$ cat src/rtl/tt_um_nlp52_scan_pkg.sv
// Shared definitions for the majority scanner: state encoding, window count,
// seven-segment patterns and the fixed bidirectional-pin direction mask.
package tt_um_nlp52_scan_pkg;

   typedef enum logic [1:0] {
      ST_IDLE = 2'd0,
      ST_SCAN = 2'd1,
      ST_DONE = 2'd2
   } state_e;

   localparam int NUM_WINDOWS = 6;

   // Segment order gfedcba, active-high
   localparam logic [6:0] SEG_0 = 7'h3F;
   localparam logic [6:0] SEG_1 = 7'h06;
   localparam logic [6:0] SEG_2 = 7'h5B;
   localparam logic [6:0] SEG_3 = 7'h4F;
   localparam logic [6:0] SEG_4 = 7'h66;
   localparam logic [6:0] SEG_5 = 7'h6D;
   localparam logic [6:0] SEG_6 = 7'h7D;

   // uio[7:2] carry the hit mask out, uio[1:0] are the start/clear inputs
   localparam logic [7:0] UIO_OE_MASK = 8'hFC;

   // Hit count to display pattern; counts above 6 cannot occur and stay dark
   function automatic logic [6:0] seg_decode(input logic [2:0] val);
      logic [6:0] seg;
      case (val)
         3'd0:    seg = SEG_0;
         3'd1:    seg = SEG_1;
         3'd2:    seg = SEG_2;
         3'd3:    seg = SEG_3;
         3'd4:    seg = SEG_4;
         3'd5:    seg = SEG_5;
         3'd6:    seg = SEG_6;
         default: seg = 7'h00;
      endcase
      return seg;
   endfunction

endpackage

$ cat src/rtl/nlp52_majority3.sv
// Combinational 2-of-3 detector: high when at least two window bits are set.
module nlp52_majority3 (
   input  logic [2:0] win_i,
   output logic       maj_o
);

   assign maj_o = ((win_i[0] | win_i[1]) & win_i[2]) | (win_i[0] & win_i[1]);

endmodule

$ cat src/rtl/tt_um_nlp52_majority_scanner.sv
// TinyTapeout top: snapshots the switches on a start edge, then steps one
// shared majority detector across the six 3-bit windows, one per prescaler
// tick, accumulating a hit mask and a hit count shown as a decimal digit.
module tt_um_nlp52_majority_scanner #(
   parameter int MAX_COUNT = 10_000_000
) (
   input  logic       clk,
   input  logic       rst_n,
   input  logic       ena,
   input  logic [7:0] ui_in,
   input  logic [7:0] uio_in,
   output logic [7:0] uo_out,
   output logic [7:0] uio_out,
   output logic [7:0] uio_oe
);

   import tt_um_nlp52_scan_pkg::*;

   // A one-cycle period still needs a 1-bit counter
   localparam int             PW         = (MAX_COUNT > 1) ? $clog2(MAX_COUNT) : 1;
   localparam logic [PW-1:0]  PRESC_LAST = PW'(MAX_COUNT - 1);
   localparam logic [2:0]     LAST_IDX   = 3'(NUM_WINDOWS - 1);

   logic [1:0]    start_sync_q;
   logic          start_prev_q;
   logic [1:0]    clr_sync_q;
   logic          start_edge;
   logic          clr;

   state_e        state_q, state_d;
   logic [7:0]    snap_q, snap_d;
   logic [2:0]    idx_q, idx_d;
   logic [2:0]    hits_q, hits_d;
   logic [5:0]    mask_q, mask_d;
   logic [PW-1:0] presc_q, presc_d;

   logic [7:0]    snap_shift;
   logic [2:0]    win;
   logic          maj;
   logic          tick;

   // ena and the spare uio inputs are intentionally not used
   logic          unused_ok;
   assign unused_ok = &{1'b0, ena, uio_in[7:2]};

   // Two-flop synchronisers for start and clear, plus a history flop for start edge detection
   always_ff @(posedge clk or negedge rst_n) begin
      if (!rst_n) begin
         start_sync_q <= 2'b00;
         start_prev_q <= 1'b0;
         clr_sync_q   <= 2'b00;
      end else begin
         start_sync_q <= {start_sync_q[0], uio_in[0]};
         start_prev_q <= start_sync_q[1];
         clr_sync_q   <= {clr_sync_q[0], uio_in[1]};
      end
   end

   assign start_edge = start_sync_q[1] & ~start_prev_q;
   assign clr        = clr_sync_q[1];

   // Window idx is snap[idx+2:idx]; shifting avoids an out-of-range part-select
   assign snap_shift = snap_q >> idx_q;
   assign win        = snap_shift[2:0];

   nlp52_majority3 u_maj (
      .win_i (win),
      .maj_o (maj)
   );

   assign tick = (presc_q == PRESC_LAST);

   // State and datapath registers
   always_ff @(posedge clk or negedge rst_n) begin
      if (!rst_n) begin
         state_q <= ST_IDLE;
         snap_q  <= 8'h00;
         idx_q   <= 3'd0;
         hits_q  <= 3'd0;
         mask_q  <= 6'd0;
         presc_q <= '0;
      end else begin
         state_q <= state_d;
         snap_q  <= snap_d;
         idx_q   <= idx_d;
         hits_q  <= hits_d;
         mask_q  <= mask_d;
         presc_q <= presc_d;
      end
   end

   // Next-state logic: clear overrides everything, start re-arms from IDLE or DONE
   always_comb begin
      state_d = state_q;
      snap_d  = snap_q;
      idx_d   = idx_q;
      hits_d  = hits_q;
      mask_d  = mask_q;
      presc_d = presc_q;

      if (clr) begin
         state_d = ST_IDLE;
         hits_d  = 3'd0;
         mask_d  = 6'd0;
         presc_d = '0;
      end else begin
         case (state_q)
            ST_IDLE, ST_DONE: begin
               if (start_edge) begin
                  state_d = ST_SCAN;
                  snap_d  = ui_in;
                  idx_d   = 3'd0;
                  hits_d  = 3'd0;
                  mask_d  = 6'd0;
                  presc_d = '0;
               end
            end
            ST_SCAN: begin
               if (tick) begin
                  presc_d = '0;
                  mask_d  = mask_q | (6'(maj) << idx_q);
                  hits_d  = hits_q + 3'(maj);
                  if (idx_q == LAST_IDX) begin
                     state_d = ST_DONE;
                  end else begin
                     idx_d = idx_q + 3'd1;
                  end
               end else begin
                  presc_d = presc_q + PW'(1);
               end
            end
            default: state_d = ST_IDLE;
         endcase
      end
   end

   assign uo_out  = {(state_q == ST_SCAN), seg_decode(hits_q)};
   assign uio_out = {mask_q, 2'b00};
   assign uio_oe  = UIO_OE_MASK;

endmodule

$ cat config.mk
export PLATFORM = sky130hd
export DESIGN_NAME = tt_um_nlp52_majority_scanner
export DESIGN_NICKNAME = d
export VERILOG_FILES = /design/src/rtl/tt_um_nlp52_scan_pkg.sv /design/src/rtl/nlp52_majority3.sv /design/src/rtl/tt_um_nlp52_majority_scanner.sv
export SDC_FILE = /design/constraint.sdc
export NUM_CORES = 1
export LEC_CHECK = 0
export BUFFER_PORTS_ARGS = -buffer_cell sky130_fd_sc_hd__buf_2
export CORE_ASPECT_RATIO = 1.5
export CORE_MARGIN = 2
export CORE_UTILIZATION = 48
export CTS_CLUSTER_DIAMETER = 150
export CTS_CLUSTER_SIZE = 40
export DETAILED_ROUTE_END_ITERATION = 16
export PLACE_DENSITY = 0.71
export SLEW_MARGIN = 10
export SYNTH_ARGS = -nofsm -noshare
export SYNTH_HDL_FRONTEND = slang
export SYNTH_SLANG_ARGS = --single-unit
$ cat constraint.sdc
create_clock -name clk -period 5.7 [get_ports clk]
set_input_delay 0.855 -clock clk [delete_from_list [all_inputs] [get_ports clk]]
set_output_delay 0.855 -clock clk [all_outputs]
set_load 0.03 [all_outputs]
After elaboration in Yosys (flattened, before gate mapping). Index checks and enable logic that the tools add are counted.

Add/subtract/negate cells: 3. Equality and inequality tests: 16. Shifts and indexed selects: 2. Muxes and demuxes: 21. Bitwise logic cells: 8. Reductions and logical operators: 10.

Operators with widths (count): $mux 24 (3); $pmux 7 s7 (1); $pmux 24 s2 (1); $add 24x1->24 const B (1); $eq 24x24->1 const B (1); $mux 6 (3); $mux 3 (5); $eq 3x3->1 const B (4); $pmux 3 s2 (2); $pmux 6 s2 (1); $reduce_and 3->1 (3); $mux 2 (4); $shr 8x3->3 (1); $eq 3x2->1 const B (2); $ne 3x1->1 const B (2); $or 6x6->6 (1); $shl 1x3->6 (1); $reduce_and 5->1 (1); $ne 2x2->1 const B (2); $pmux 2 s2 (1); $add 3x1->3 (1); $add 3x1->3 const B (1); $and 1x1->1 (3); $eq 3x1->1 const B (1); other kinds (12) (14).

Flip-flop bits (word level): 51. Input port bits: 19.

Logic depth before layout (Yosys ltp).
Depth after elaboration: 9. Gate-level depth with buffers: 11. Mapped depth without buffers: 10.

Modules after synthesis. A second synthesis with hierarchy kept.

Cell total of the unflattened synthesis: 291. Area, all modules: 2849.0 um2.

Modules (own cells, without submodules): tt_um_nlp52_majority_scanner (times used 1, cells an instance 290, area an instance 2837.7 um2, sequential area each 1276.2 um2); nlp52_majority3 (times used 1, cells an instance 1, area an instance 11.3 um2, sequential area each 0.0 um2).

Worst setup path after synthesis. No wires, ideal clock.

Kind: reg-to-reg. Start: reg idx_q[0]. End: reg hits_q[1]. Library setup time: 0.121 ns. Arrival: 2.242 ns. Data required time: 5.579 ns. Path slack: 3.337 ns. Stages on the path, launching flop included: 9. Path buffers: 1. Period minus slack after synthesis: 2.363 ns. Cells stage by stage: dfrtp_1 -> clkbuf_1 -> mux2_2 -> maj3_1 -> a211oi_1 -> a21oi_1 -> ha_1 -> ha_1 -> a22o_1.

Word-level cells in the longest chain between the ends: 8. Elaborated cells between the ends (all ways): 9. Classes of those cells: add/sub: 1; shift: 1; mux: 3; bitwise: 4.

RTL lines: from (decl) (RTL line tt_um_nlp52_majority_scanner.sv:32) `logic [2:0] idx_q, idx_d;`; from (signal assigned) (RTL line tt_um_nlp52_majority_scanner.sv:85) `idx_q <= idx_d;`; $shr 8x3->3 (*) (RTL line tt_um_nlp52_majority_scanner.sv:63) `assign snap_shift = snap_q >> idx_q;`; $or 1x1->1 (RTL line nlp52_majority3.sv:7) `assign maj_o = ((win_i[0] | win_i[1]) & win_i[2]) | (win_i[0] & win_i[1]);`; $and 1x1->1 (RTL line nlp52_majority3.sv:7); $or 1x1->1 (*) (RTL line nlp52_majority3.sv:7); $add 3x1->3 (*) (RTL line tt_um_nlp52_majority_scanner.sv:122) `hits_d = hits_q + 3'(maj);`; $mux 3 (*) (RTL line tt_um_nlp52_majority_scanner.sv:119) `if (tick) begin`; $pmux 3 s2 (*) (RTL line tt_um_nlp52_majority_scanner.sv:107) `case (state_q)`; $mux 3 (*) (RTL line tt_um_nlp52_majority_scanner.sv:101) `if (clr) begin`; to (signal assigned) (RTL line tt_um_nlp52_majority_scanner.sv:86) `hits_q <= hits_d;`; to (decl) (RTL line tt_um_nlp52_majority_scanner.sv:33) `logic [2:0] hits_q, hits_d;`.

Mark *: on every way between the ends. The rest lies on a longest branch, timed or not. The select of a mux whose other input is x is not followed. A chain may end at the register's enable or synchronous reset.

Worst setup path after layout.
Start: reg state_q[0]. End: reg presc_q[19].

Word-level cells in the longest chain between the ends: 4. Elaborated cells between the ends (all ways): 9. Classes of those cells: eq/ne: 3; mux: 2; reduce/logical: 4.

RTL lines: from (decl) (RTL line tt_um_nlp52_majority_scanner.sv:30) `state_e state_q, state_d;`; from (signal assigned) (RTL line tt_um_nlp52_majority_scanner.sv:83) `state_q <= state_d;`; $eq 2x2->1 or $logic_not 2->1 (tied branches) (RTL line tt_um_nlp52_majority_scanner.sv:107); $reduce_or 2->1 (RTL line tt_um_nlp52_majority_scanner.sv:107); $pmux 24 s2, or another cell as far along (RTL line tt_um_nlp52_majority_scanner.sv:107); $mux 24 or $reduce_and 2->1 (tied branches); to (signal assigned) (RTL line tt_um_nlp52_majority_scanner.sv:88) `presc_q <= presc_d;`; to (decl) (RTL line tt_um_nlp52_majority_scanner.sv:35) `logic [PW-1:0] presc_q, presc_d;`.

Several ways; a longest one is shown, not always the timed one.

==> run_results.csv <==
group,metric,value,unit
sta,fin_skew,6.58,ps
clock_network,post_cts_buffers,0,
clock_network,cts_buffer_depth,2,
sta,max_slew_margin,0.229,
power_and_ir_drop,ir_worst_vdd,0.187,mV
yosys,synthesis.instances,311,
clock_network,cts_tree,"done",
sta,tns,0,ps
floorplanning,rows,34,
power_and_ir_drop,power_density,224,mW/mm2
yosys,synthFlopType,"dfrtp_1",
clock_network,post_cts_resized,0,
final_layout,fin_nets,355,
min_path,hp-class,"flip-flop to flip-flop",
floorplanning,initial_core_util,0.489,
yosys,yosysWarnings,0,
final_layout,final_common_cell,"dfrtp_1",
yosys,synth-edff-count,0,
floorplanning,die_h,97.7,um
global_routing,grt_pass1_vias,2174,
drt,route.detailed.drc,0,
floorplanning,die_w,66.4,um
drt,first_pass_iters,4,
sta,drv_slew,0,
placement,place_hpwl,4060,um
clock_network,htreeDepth,2,
worst_setup_path,worst_path_largest_cell_delay,820,ps
drt,viasPerCell,5.64,
worst_setup_path,regToRegSetupSlack,3050,ps
clock_network,insertion_delay,310,ps
drt,wl_per_cell,14.1,um
clock_network,path_clk_slew,90,ps
sta,fin_crit,2650,ps
run_status,status,"finished clean",
worst_setup_path,path_cells,"nand2b_1, inv_1, nand2b_1, a21oi_2, nor2_1, nor2_1",
sta,setup_viol,0,
drt,drt_iter0_markers,84,
yosys,synth-seq-cells,51,
global_routing,grt_max_degree,52,
floorplanning,coreArea,0.00574,mm2
drt,top_layer_used,"met4",
power_and_ir_drop,power.leakage,0.00133,uW
final_layout,area_growth,7.53,%
global_routing,antenna_found_initial,0,
clock_network,cts_sinks,51,
final_layout,final_cell_mix,"dfrtp_1, nand2_1, buf_2",
clock_network,root_buffer,"clkbuf_8",
drt,postRouteAntennaNets,0,
yosys,avgSynthCellArea,9.03,um2
placement,routabilityCongestion,0.793,
drt,drt_wl_total,5680,um
worst_setup_path,critPathMaxFanout,19,
placement,portBuffers,25,
sta,setup_ws,3050,ps
final_layout,antenna_cells,0,
yosys,synth.area.top_cells,"dfrtp_1, nand2_1, o21ai_0",
clock_network,ctsHoldBuffers,0,
clock_network,cts_buffers,5,
sta,rsz0062_at_grt,"false",
sta,fin_crit_sh,0.464,
sta,fmax,378,MHz
yosys,yosysSeqAreaShare,0.455,
global_routing,grt_overflow_total,0,
worst_setup_path,start_kind,"flip-flop",
yosys,yosysUniqueCellTypes,48,
worst_setup_path,cp.arrival,2890,ps
global_routing,grt_usage,0.196,
drt,m1WireLength,2330,um
sta,hold_violations,0,
final_layout,drive_gt1_frac,0.127,
yosys,async_flop_share,1.00,
floorplanning,die_area,0.00649,mm2
yosys,synth_top_area_share,0.455,
global_routing,grt_pass1_wl,9970,um
drt,wl_met3,129,um
worst_setup_path,critPathKind,"flip-flop to flip-flop",
flow_run,max_cap_violations,0,
drt,wl_met2,3130,um
placement,place_ws,3050,ps
floorplanning,num_io_pins,43,
worst_setup_path,critPathSlowestCell,"a21oi_2",
worst_setup_path,crit_required,5940,ps
drt,route.vias.total,2280,
sta,tightest_slew,1140,ps
yosys,synth_area_leader_cell,"dfrtp_1",
yosys,syn_area,0.00281,mm2
worst_setup_path,critPathCaptureType,"flip-flop",
where the power goes:
| part | internal, uW | total, uW | switching [uW] |
|---|---|---|---|
| clock network | 86.4 | 201 | 114 |
| logic | 27.7 | 84.5 | 56.8 |
| registers | 377 | 391 | 13.6 |
cells in the mapped netlist (all sizes together) (5+ instances only):
cell,instances
nand2b,5
nor2,20
nor4,7
clkbuf,7
nor3,12
a21oi,13
o31ai,5
a22o,5
ha,5
inv,15
o21ai,21
xnor2,7
buf,14
nand3,10
or3,10
dfrtp,51
nand2,48
nand4,5
a21o,6
area by class of cell:
type / instances / area, um2
clock buffers: 7 / 76.3
clock inverters: 1 / 5.00
fillers: 560 / 2720
inverters: 15 / 56.3
multi-input cells: 232 / 1380
flip-flops and latches: 51 / 1280
well taps: 72 / 90.1
repair buffers: 26 / 133
cell families after synthesis:
logic type	count (synthesis)	share of synthesized area
AO/OA/AOI/OAI	65	0.151
adder cells (fa/ha/maj)	8	0.0330
XOR/XNOR	7	0.0218
other	2	0.00267
AND/OR/NAND/NOR	136	0.251
flip-flops	51	0.455
multiplexers	6	0.0223
buffers and inverters	36	0.0637
stage by stage:
stage / utilization / total power, uW / hold slack [ps] / instances / area, um2
final: 0.526 / 676 / 353 / 404 / 3020
after global routing: 0.526 / 710 / 372 / 404 / 3020
after CTS: 0.526 / 685 / 357 / 404 / 3020
after detailed placement: 0.512 / 484 / 336 / 396 / 2940
after global placement: 0.512 / 481 / 334 / 396 / 2940
after floorplan: - / 461 / 331 / 319 / 2840
sequential cells by signal, indices dropped and copies added, names as in the netlist:
signal        flops
state_q           2
idx_q             3
mask_q            6
snap_q            8
start_sync_q      2
presc_q          24
hits_q            3
clr_sync_q        2
start_prev_q      1
final timing paths:
check / startpoint / end / cells past startpoint
hold reg to reg: clr_sync_q[0] / clr_sync_q[1] / 0
max in group asynchronous: rst_n / snap_q[3] / 2
hold / removal: clr_sync_q[0] / clr_sync_q[1] / 0
setup / recovery: state_q[0] / presc_q[19] / 6
min in group asynchronous: rst_n / presc_q[10] / 2
setup reg to reg: state_q[0] / presc_q[19] / 6
critical path, delay by kind of cell (launching register included):
kind	cells	cell delay (ps)
buf+inv	1	200
flops	1	470
simple gates	4	1090
compound gates	1	820
metal layers:
layer | global-route usage | vias up
met5 | 0 | -
met4 | 0.0581 | 0
met3 | 0.0348 | 6
met2 | 0.355 | 30
met1 | 0.227 | 1116
li1 | - | 1128
(Power assumes the default switching activity.)
